<file path="config.mk">
export PLATFORM = sky130hd
export DESIGN_NAME = fp_issue_scoreboard
export DESIGN_NICKNAME = d
export VERILOG_FILES = /design/src/rtl/fp_issue_scoreboard.sv
export SDC_FILE = /design/constraint.sdc
export NUM_CORES = 1
export LEC_CHECK = 0
export ABC_CLOCK_PERIOD_IN_PS = 5900
export BUFFER_PORTS_ARGS = -buffer_cell sky130_fd_sc_hd__buf_2
export CORE_ASPECT_RATIO = 0.5
export CORE_UTILIZATION = 35
export CTS_CLUSTER_SIZE = 40
export DETAILED_ROUTE_END_ITERATION = 8
export PLACE_DENSITY = 0.53
export SLEW_MARGIN = 10
export SYNTH_ARGS = -nofsm -noshare
export SYNTH_HDL_FRONTEND = slang
export SYNTH_SLANG_ARGS = --single-unit
export TNS_END_PERCENT = 20
</file>
<file path="constraint.sdc">
create_clock -name clk -period 5.9 [get_ports clk]
set_input_delay 0.295 -clock clk [delete_from_list [all_inputs] [get_ports clk]]
set_output_delay 0.295 -clock clk [all_outputs]
set_load 0.03 [all_outputs]
</file>
<file path="src/rtl/fp_issue_scoreboard.sv">
// FP issue controller: tracks in-flight FP register writes, stalls decode on
// RAW/WAW/write-port/FPU-busy hazards and schedules the single FP write port.
module fp_issue_scoreboard #(
    parameter int unsigned FPU_LATENCY = 5,
    parameter int unsigned WB_LAT      = 3
) (
    input  logic       clk,
    input  logic       reset,
    input  logic       issue_valid,
    input  logic       fpu_op,
    input  logic       f_reg_wr,
    input  logic [4:0] f_rw,
    input  logic [4:0] f_rs,
    input  logic [4:0] f_rt,
    input  logic       f_rs_used,
    input  logic       f_rt_used,
    output logic       stall_fp,
    output logic       fpu_start,
    output logic       fpu_busy,
    output logic       wb_en,
    output logic [4:0] wb_rw,
    output logic       wb_from_fpu
);

    typedef struct packed {
        logic       v;
        logic [4:0] r;
        logic       f;
    } slot_t;

    // Slot k holds the write due k cycles from now. A writer issued this
    // cycle lands one step closer after the edge, so slot FPU_LATENCY is
    // never occupied and only slots 1..FPU_LATENCY-1 need storage.
    localparam int unsigned NS = FPU_LATENCY - 1;

    slot_t       slots [1:NS];
    slot_t       nxt   [0:NS];
    logic [3:0]  busy_cnt;
    logic [3:0]  busy_cnt_nxt;
    int unsigned lat;
    logic        hit_rs;
    logic        hit_rt;
    logic        hit_rw;
    logic        port_hit;
    logic        ins;

    always_comb begin
        lat      = fpu_op ? FPU_LATENCY : WB_LAT;
        hit_rs   = wb_en && (wb_rw == f_rs);
        hit_rt   = wb_en && (wb_rw == f_rt);
        hit_rw   = wb_en && (wb_rw == f_rw);
        port_hit = 1'b0;
        for (int unsigned k = 1; k <= NS; k++) begin
            if (slots[k].v) begin
                if (slots[k].r == f_rs) hit_rs = 1'b1;
                if (slots[k].r == f_rt) hit_rt = 1'b1;
                if (slots[k].r == f_rw) hit_rw = 1'b1;
                if (k == lat)           port_hit = 1'b1;
            end
        end
    end

    assign stall_fp = issue_valid && !reset &&
                      ((f_rs_used && hit_rs) ||
                       (f_rt_used && hit_rt) ||
                       (f_reg_wr && (hit_rw || port_hit)) ||
                       (fpu_op && fpu_busy));

    assign fpu_start = issue_valid && fpu_op && !stall_fp && !reset;
    assign ins       = issue_valid && f_reg_wr && !stall_fp && !reset;

    // Shift toward writeback and insert the issuing writer in the same step;
    // index 0 is the value the writeback register takes at the edge.
    always_comb begin
        for (int unsigned k = 0; k <= NS; k++) begin
            nxt[k] = '0;
        end
        for (int unsigned k = 0; k < NS; k++) begin
            nxt[k] = slots[k + 1];
        end
        for (int unsigned k = 0; k <= NS; k++) begin
            if (ins && (k + 1 == lat)) nxt[k] = {1'b1, f_rw, fpu_op};
        end
    end

    always_comb begin
        busy_cnt_nxt = busy_cnt;
        if (fpu_start)             busy_cnt_nxt = 4'(FPU_LATENCY - 1);
        else if (busy_cnt != '0)   busy_cnt_nxt = busy_cnt - 4'd1;
    end

    always_ff @(posedge clk) begin
        if (reset) begin
            for (int unsigned k = 1; k <= NS; k++) begin
                slots[k] <= '0;
            end
            wb_en       <= 1'b0;
            wb_rw       <= '0;
            wb_from_fpu <= 1'b0;
            busy_cnt    <= '0;
            fpu_busy    <= 1'b0;
        end else begin
            for (int unsigned k = 1; k <= NS; k++) begin
                slots[k] <= nxt[k];
            end
            wb_en       <= nxt[0].v;
            wb_rw       <= nxt[0].r;
            wb_from_fpu <= nxt[0].f;
            busy_cnt    <= busy_cnt_nxt;
            fpu_busy    <= (busy_cnt_nxt != '0);
        end
    end

endmodule

</file>
==> results of run 1 <==
area by class of cell:
cell class	count	area, um2
Inverter	4	15.01
Timing Repair Buffer	32	162.7
Clock buffer	5	125.1
Clock inverter	2	12.51
Fill cell	632	3640
Tap cell	88	110.1
Sequential cell	40	800.8
Multi-Input combinational cell	182	1390
worst max path at each step:
stage                      start  endpoint  slack (ps)
finish              slots[0][32]  stall_fp        3210
global route         slots[0][9]  stall_fp        3020
CTS                 slots[0][30]  stall_fp        3190
detailed placement       f_rs[3]  stall_fp        3450
global placement         f_rs[3]  stall_fp        3460
floorplan               wb_rw[3]  stall_fp        3610
cell usage in the layout, fill, tap and decap left out, types with 2 or more instances in the layout:
| cell type | instances |
|---|---|
| a21oi_1 | 3 |
| a31oi_1 | 3 |
| and2_1 | 2 |
| and3_1 | 8 |
| buf_2 | 31 |
| clkbuf_16 | 5 |
| dfxtp_1 | 40 |
| inv_1 | 4 |
| mux2i_1 | 5 |
| nand2b_1 | 12 |
| nand3_1 | 9 |
| nand3b_1 | 3 |
| nor2_1 | 3 |
| nor2b_1 | 23 |
| nor3_1 | 6 |
| nor4_1 | 14 |
| xnor2_1 | 17 |
| xor2_1 | 59 |
per-layer routing:
layer / track usage [%] / up-vias
met3: 4.294 / 8
met1: 24.51 / 833
li1: - / 850
met5: 0 / -
met2: 28.24 / 33
met4: 5.861 / 0
through the flow:
| stage | worst slack [ps] | cells |
|---|---|---|
| 2_1_floorplan | 3607 | 246 |
| 3_3_place_gp | 3457 | 346 |
| 3_5_place_dp | 3454 | 346 |
| 4_1_cts | 3191 | 353 |
| 5_1_grt | 3017 | 353 |
| 6_report | 3212 | 353 |
cell usage after synthesis (4+ instances only):
master	number	share of area, %
and3_1	8	2.1
buf_2	10	2.1
clkbuf_1	4	0.64
dfxtp_1	40	34
inv_1	4	0.64
mux2i_1	5	2.1
nand2b_1	12	3.2
nand3_1	9	1.9
nor2b_1	23	6.1
nor3_1	6	1.3
nor4_1	14	3.7
xnor2_1	17	6.4
xor2_1	59	22
registers in the layout, indices dropped and copies added, names as in the netlist:
signal	count
slots	28
wb_rw	5
busy_cnt	4
fpu_busy	1
wb_en	1
wb_from_fpu	1
power groups by stage:
stage | sequential, uW | combinational, uW | clock (uW)
6_report | 309 | 159 | 260
5_1_grt | 312 | 180 | 282
4_1_cts | 309 | 159 | 268
3_5_place_dp | 314 | 157 | 0
3_3_place_gp | 313 | 153 | 0
2_1_floorplan | 316 | 124 | 0
cell families (layout without fill, tap and decap cells):
| group | after synthesis | in the layout |
|---|---|---|
| AOI/OAI and AO/OA | 14 | 14 |
| xor gates and xnor gates | 76 | 76 |
| adders and majority gates | 1 | 1 |
| buffers and inverters | 24 | 43 |
| DFF | 40 | 40 |
| muxes | 5 | 5 |
| and+or+nand+nor | 86 | 86 |
==> results.tsv, run 1 <==
metric	value	unit
status	finished clean	
Post-Route Skew	3.475	ps
crit-path max cell delay	540	ps
R2R Setup Slk	3580	ps
Clock power frac	35.7	%
Max Slew Vio Count	0	
Data arrival, critical path	2390	ps
Final Setup Violations	0	
vias	1724	
Crit Path Category	register to output port	
crit-path cells	xor2_1 -> nor4_1 -> and3_1 -> a31oi_1 -> a31oi_1 -> a2111oi_0 -> nor2b_1 -> buf_2	
Yosys reg bits	40	
I/O Pins	32	
R2R cell count	8	
CTS buffer count	5	
PwrDens	278.3	nW/um2
Internal	511.8	uW
MaxCap Viol Count	0	
total power	728.2	uW
fmax	372.0	MHz
synthesized cell area	2340	um2
drt drc	0	
EDFF count, synth	0	
Max transition margin	55.49	%
wire length on met3	195	um
synthesis-to-finish area growth	11.82	%
VDD IR max	0.2227	mV
Initial DRC Count	116	
Period Utilization, post-route	45.56	%
WHS	331.5	ps
sequential fraction of the synthesis area	34.22	%
Final TNS setup	0	ps
total gr overflow	0	
syn_nets	269	
routed wl met2	2510	um
switch share	29.72	%
critical path fanouts, max	4	
post-CTS sizing	0	
Synth async-reset ratio	0	%
hold path startpoint	f_reg_wr	
post-synthesis adder-cell area fraction	0.5348	%
NetSw	216.4	uW
Critical Path Start Type	register	
placed wire-length estimate	4252	um
first-pass GRT wire length	9204	um
XOR/XNOR Fraction of Synth Area	28.45	%
final net count	288	
CTS Buffer Depth	2	
FF-to-FF End	busy_cnt[2]	
I/O Buffers	31	
Synth Area in Compound Gates	5.294	%
TritonRoute pass-1 iters	4	
Leak	0.001157	uW
Setup Fix Bufs, Post-CTS	0	
RSZ-0062 raised after global routing	no	
CP required	5610	ps
Clk Latency, worst-skew pair	280	ps
initial antenna violation count	0	
area of the die	7036	um2
met1 WL	2993	um
final hold violation count	0	
layout cells sized above 1	16.98	%
HP Class	input pin to register	
Hold Crit Endpoint	slots[0][34]	
Post-synth top flop	dfxtp_1	
DR top layer	met4	
CTS tree	built	
slowest CP cell	a31oi_1	
Worst Max-Slew Pin Slew	662.7	ps
fin util	41.82	%
Post-Syn Instances	246	
final wirelength	5758	um
Row Count	20	
remaining antenna violation count	0	
post-synth cell types	36	
Initial Util	37.40	%
routed length per instance	16.31	um
sequential power share	42.5	%
die span in x	117.6	um
mux cell area share after synthesis	2.139	%
CP Capture Type	output port	
chip height	59.82	um
GPL Wtd Cong	0.8788	
min cycle time layout	2688	ps
CP most frequent cell	a31oi_1	
combinational family with the most area after synthesis	XOR/XNOR gates	
placement-stage cell area	2479	um2
CTS root buffer	clkbuf_16	
Clock H-tree levels	2	
FF-to-FF Start	slots[0][32]	
vias per cell	4.884	
Post-CTS Hold Buffers	0	
core area	6256	um2
area share of and/or/nand/nor cells after synthesis	22.99	%
vias in the first global route	1656	
cell family with most CP delay	compound AO/OA/AOI/OAI gates	
largest net degree at the start of global routing	40	
number of buffers and inverters on the critical path	1	
final non-filler cell area	2616	um2
synthesized area per cell	9.511	um2
synth warn	0	
TritonCTS Sinks	40	
Comb power frac	21.8	%
GR Util All Layers	17.98	%
clk slew on worst S/H paths	60	ps
Hold Path Cell Cnt	2	
CP Depth	8	
diodes inserted	0	
Power figures use the tool's default switching activity.
==> run 2: changes to the inputs <==
--- a/config.mk
+++ b/config.mk
@@ -5,7 +5,7 @@
 export SDC_FILE = /design/constraint.sdc
 export NUM_CORES = 1
 export LEC_CHECK = 0
-export ABC_CLOCK_PERIOD_IN_PS = 5900
+export ABC_CLOCK_PERIOD_IN_PS = 2500
 export BUFFER_PORTS_ARGS = -buffer_cell sky130_fd_sc_hd__buf_2
 export CORE_ASPECT_RATIO = 0.5
 export CORE_UTILIZATION = 35
==> constraint.sdc (replaced) <==
create_clock -name clk -period 2.5 [get_ports clk]
set_input_delay 0.125 -clock clk [delete_from_list [all_inputs] [get_ports clk]]
set_output_delay 0.125 -clock clk [all_outputs]
set_load 0.03 [all_outputs]
==> results.tsv, run 2 (synthesized netlist as in run 1, its figures left out) <==
metric	value	unit	change
status	finished clean		unchanged
remaining antenna violation count	0		unchanged
I/O Buffers	31		unchanged
CTS root buffer	clkbuf_16		unchanged
routed length per instance	16.02	um	was 16.31 um
CTS buffer count	5		unchanged
diodes inserted	0		unchanged
final wirelength	5719	um	was 5758 um
Final Setup Violations	0		unchanged
GR Util All Layers	17.99	%	was 17.98%
vias in the first global route	1721		was 1,656
most common cell after layout, fill and taps aside	xor2_1		unchanged
Worst Max-Slew Pin Slew	649.6	ps	was 662.7 ps
core area	6256	um2	unchanged
HP Class	input pin to register		unchanged
min cycle time layout	2388	ps	
Comb power frac	20.7	%	was 21.8%
Row Count	20		unchanged
CP Capture Type	output port		unchanged
fmax	418.7	MHz	
Max transition margin	56.69	%	was 55.49%
commonest non-fill, non-tap cells in the layout	59 x xor2_1, 40 x dfxtp_1, 31 x buf_2, 23 x nor2b_1, 17 x xnor2_1		unchanged
total gr overflow	0		unchanged
placed wire-length estimate	4179	um	was 4252 um
Leak	0.001187	uW	was 0.001157 uW
dpl cells	348		was 346
RSZ-0062 raised after global routing	yes		was no
die span in x	117.6	um	unchanged
GPL Wtd Cong	0.8361		was 0.8788
largest net degree at the start of global routing	40		unchanged
initial antenna violation count	0		unchanged
Clk Latency, worst-skew pair	280	ps	about the same
TritonCTS Sinks	40		unchanged
Post-Route Skew	4.784	ps	was 3.475 ps
Crit Path Category	register to output port		unchanged
MaxCap Viol Count	0		unchanged
placement-stage cell area	2494	um2	was 2479 um2
Internal	1319	uW	was 511.8 uW
crit-path max cell delay	450	ps	was 540 ps
Initial DRC Count	41		was 116
final net count	291		was 288
switch share	28.04	%	was 29.72%
first-pass GRT wire length	9315	um	was 9204 um
max FFs per register	28		unchanged
fin util	42.92	%	was 41.82%
clk slew on worst S/H paths	60	ps	about the same
crit-path cells	xor2_1 -> nor4_1 -> and3_1 -> a31oi_1 -> a31oi_2 -> nor4_4 -> buf_2		was xor2_1 -> nor4_1 -> and3_1 -> a31oi_1 -> a31oi_1 -> a2111oi_0 -> nor2b_1 -> buf_2
vias	1700		was 1,724
CTS Buffer Depth	2		unchanged
final non-filler cell area	2685	um2	was 2616 um2
# fillers	629		was 632
Clock power frac	39.7	%	was 35.7%
CP required	2380	ps	was 5610 ps
sequential power share	39.6	%	was 42.5%
critical path fanouts, max	6		was 4
Final TNS setup	0	ps	unchanged
CTS tree	built		unchanged
slowest CP cell	dfxtp_1		was a31oi_1
Critical Path Start Type	register		unchanged
final hold violation count	0		unchanged
Clock H-tree levels	2		unchanged
TritonRoute pass-1 iters	4		unchanged
WHS	166.5	ps	was 331.5 ps
Initial Util	37.40	%	unchanged
I/O Pins	32		unchanged
chip height	59.82	um	unchanged
Data arrival, critical path	2260	ps	was 2390 ps
Most flops, register	slots		unchanged
synthesis-to-finish area growth	14.76	%	was 11.82%
Max Slew Vio Count	0		unchanged
PwrDens	682.7	nW/um2	was 278.3 nW/um2
area of the die	7036	um2	unchanged
Period Utilization, post-route	95.53	%	
Post-CTS Hold Buffers	0		unchanged
R2R Setup Slk	320	ps	was 3580 ps
NetSw	513.9	uW	was 216.4 uW
drt drc	0		unchanged
Post-Layout Cell Count	357		was 353
Largest regs	slots x28, wb_rw x5, busy_cnt x4		unchanged
vias per cell	4.762		was 4.884
VDD IR max	0.4257	mV	was 0.2227 mV
layout cells sized above 1	18.59	%	was 16.98%
run 2: cell count changes in the layout (fill, tap and decap cells not counted), sizes merged:
cell    change
buf         +3
bufinv      +1
run 2: timing repair:
| item | 4_1_cts | 5_1_grt |
|---|---|---|
| setup endpoints to repair | 2 | 2 |
| buffers inserted | 0 | 1 |
| pin swaps | 0 | 1 |
| resized for setup | 2 | 1 |
run 2: power groups by stage:
stage	Sequential, uW	Clock [uW]	Combinational (uW)
finish	727	727	380
global route	735	773	424
CTS	726	745	377
detailed placement	739	0	374
global placement	739	0	370
floorplan	745	0	293
run 2: area by class of cell:
class,instances,area [um2],area share (%)
Tap cell,88,110.1,4.101
Clock buffer,5,125.1,4.660
Inverter,4,15.01,0.5592
Sequential cell,40,800.8,29.82
Multi-Input combinational cell,182,1406,52.38
Timing Repair Buffer,35,185.2,6.897
Clock inverter,3,42.54,1.584
run 2: metrics by stage:
step	worst slack [ps]	total power, uW
after global routing	-39.63	1932
final	111.8	1833
after global placement	210.0	1109
after detailed placement	211.8	1113
after CTS	74.82	1848
after floorplan	376.6	1038
run 2: worst paths after layout:
kind / cells after the start / from / end
hold / removal: 2 / f_reg_wr / slots[0][34]
hold reg to reg: 1 / slots[0][28] / slots[0][21]
setup / recovery: 7 / slots[0][32] / fpu_start
setup reg to reg: 8 / slots[0][32] / busy_cnt[2]
run 2: metal layers:
| metal | global-route usage (%) | wire, um | vias up |
|---|---|---|---|
| met5 | 0 | 0 | - |
| met4 | 5.128 | 40 | 0 |
| met3 | 4.485 | 286 | 5 |
| met2 | 29.92 | 2470 | 30 |
| met1 | 23.52 | 2921 | 810 |
| li1 | - | - | 855 |
run 2: critical path, delay by kind of cell (launching register included):
family / cells / cell delay [ps]
buffers and inverters: 1 / 270
DFF: 1 / 450
xor gates and xnor gates: 1 / 170
and+or+nand+nor: 3 / 650
AOI/OAI and AO/OA: 2 / 430
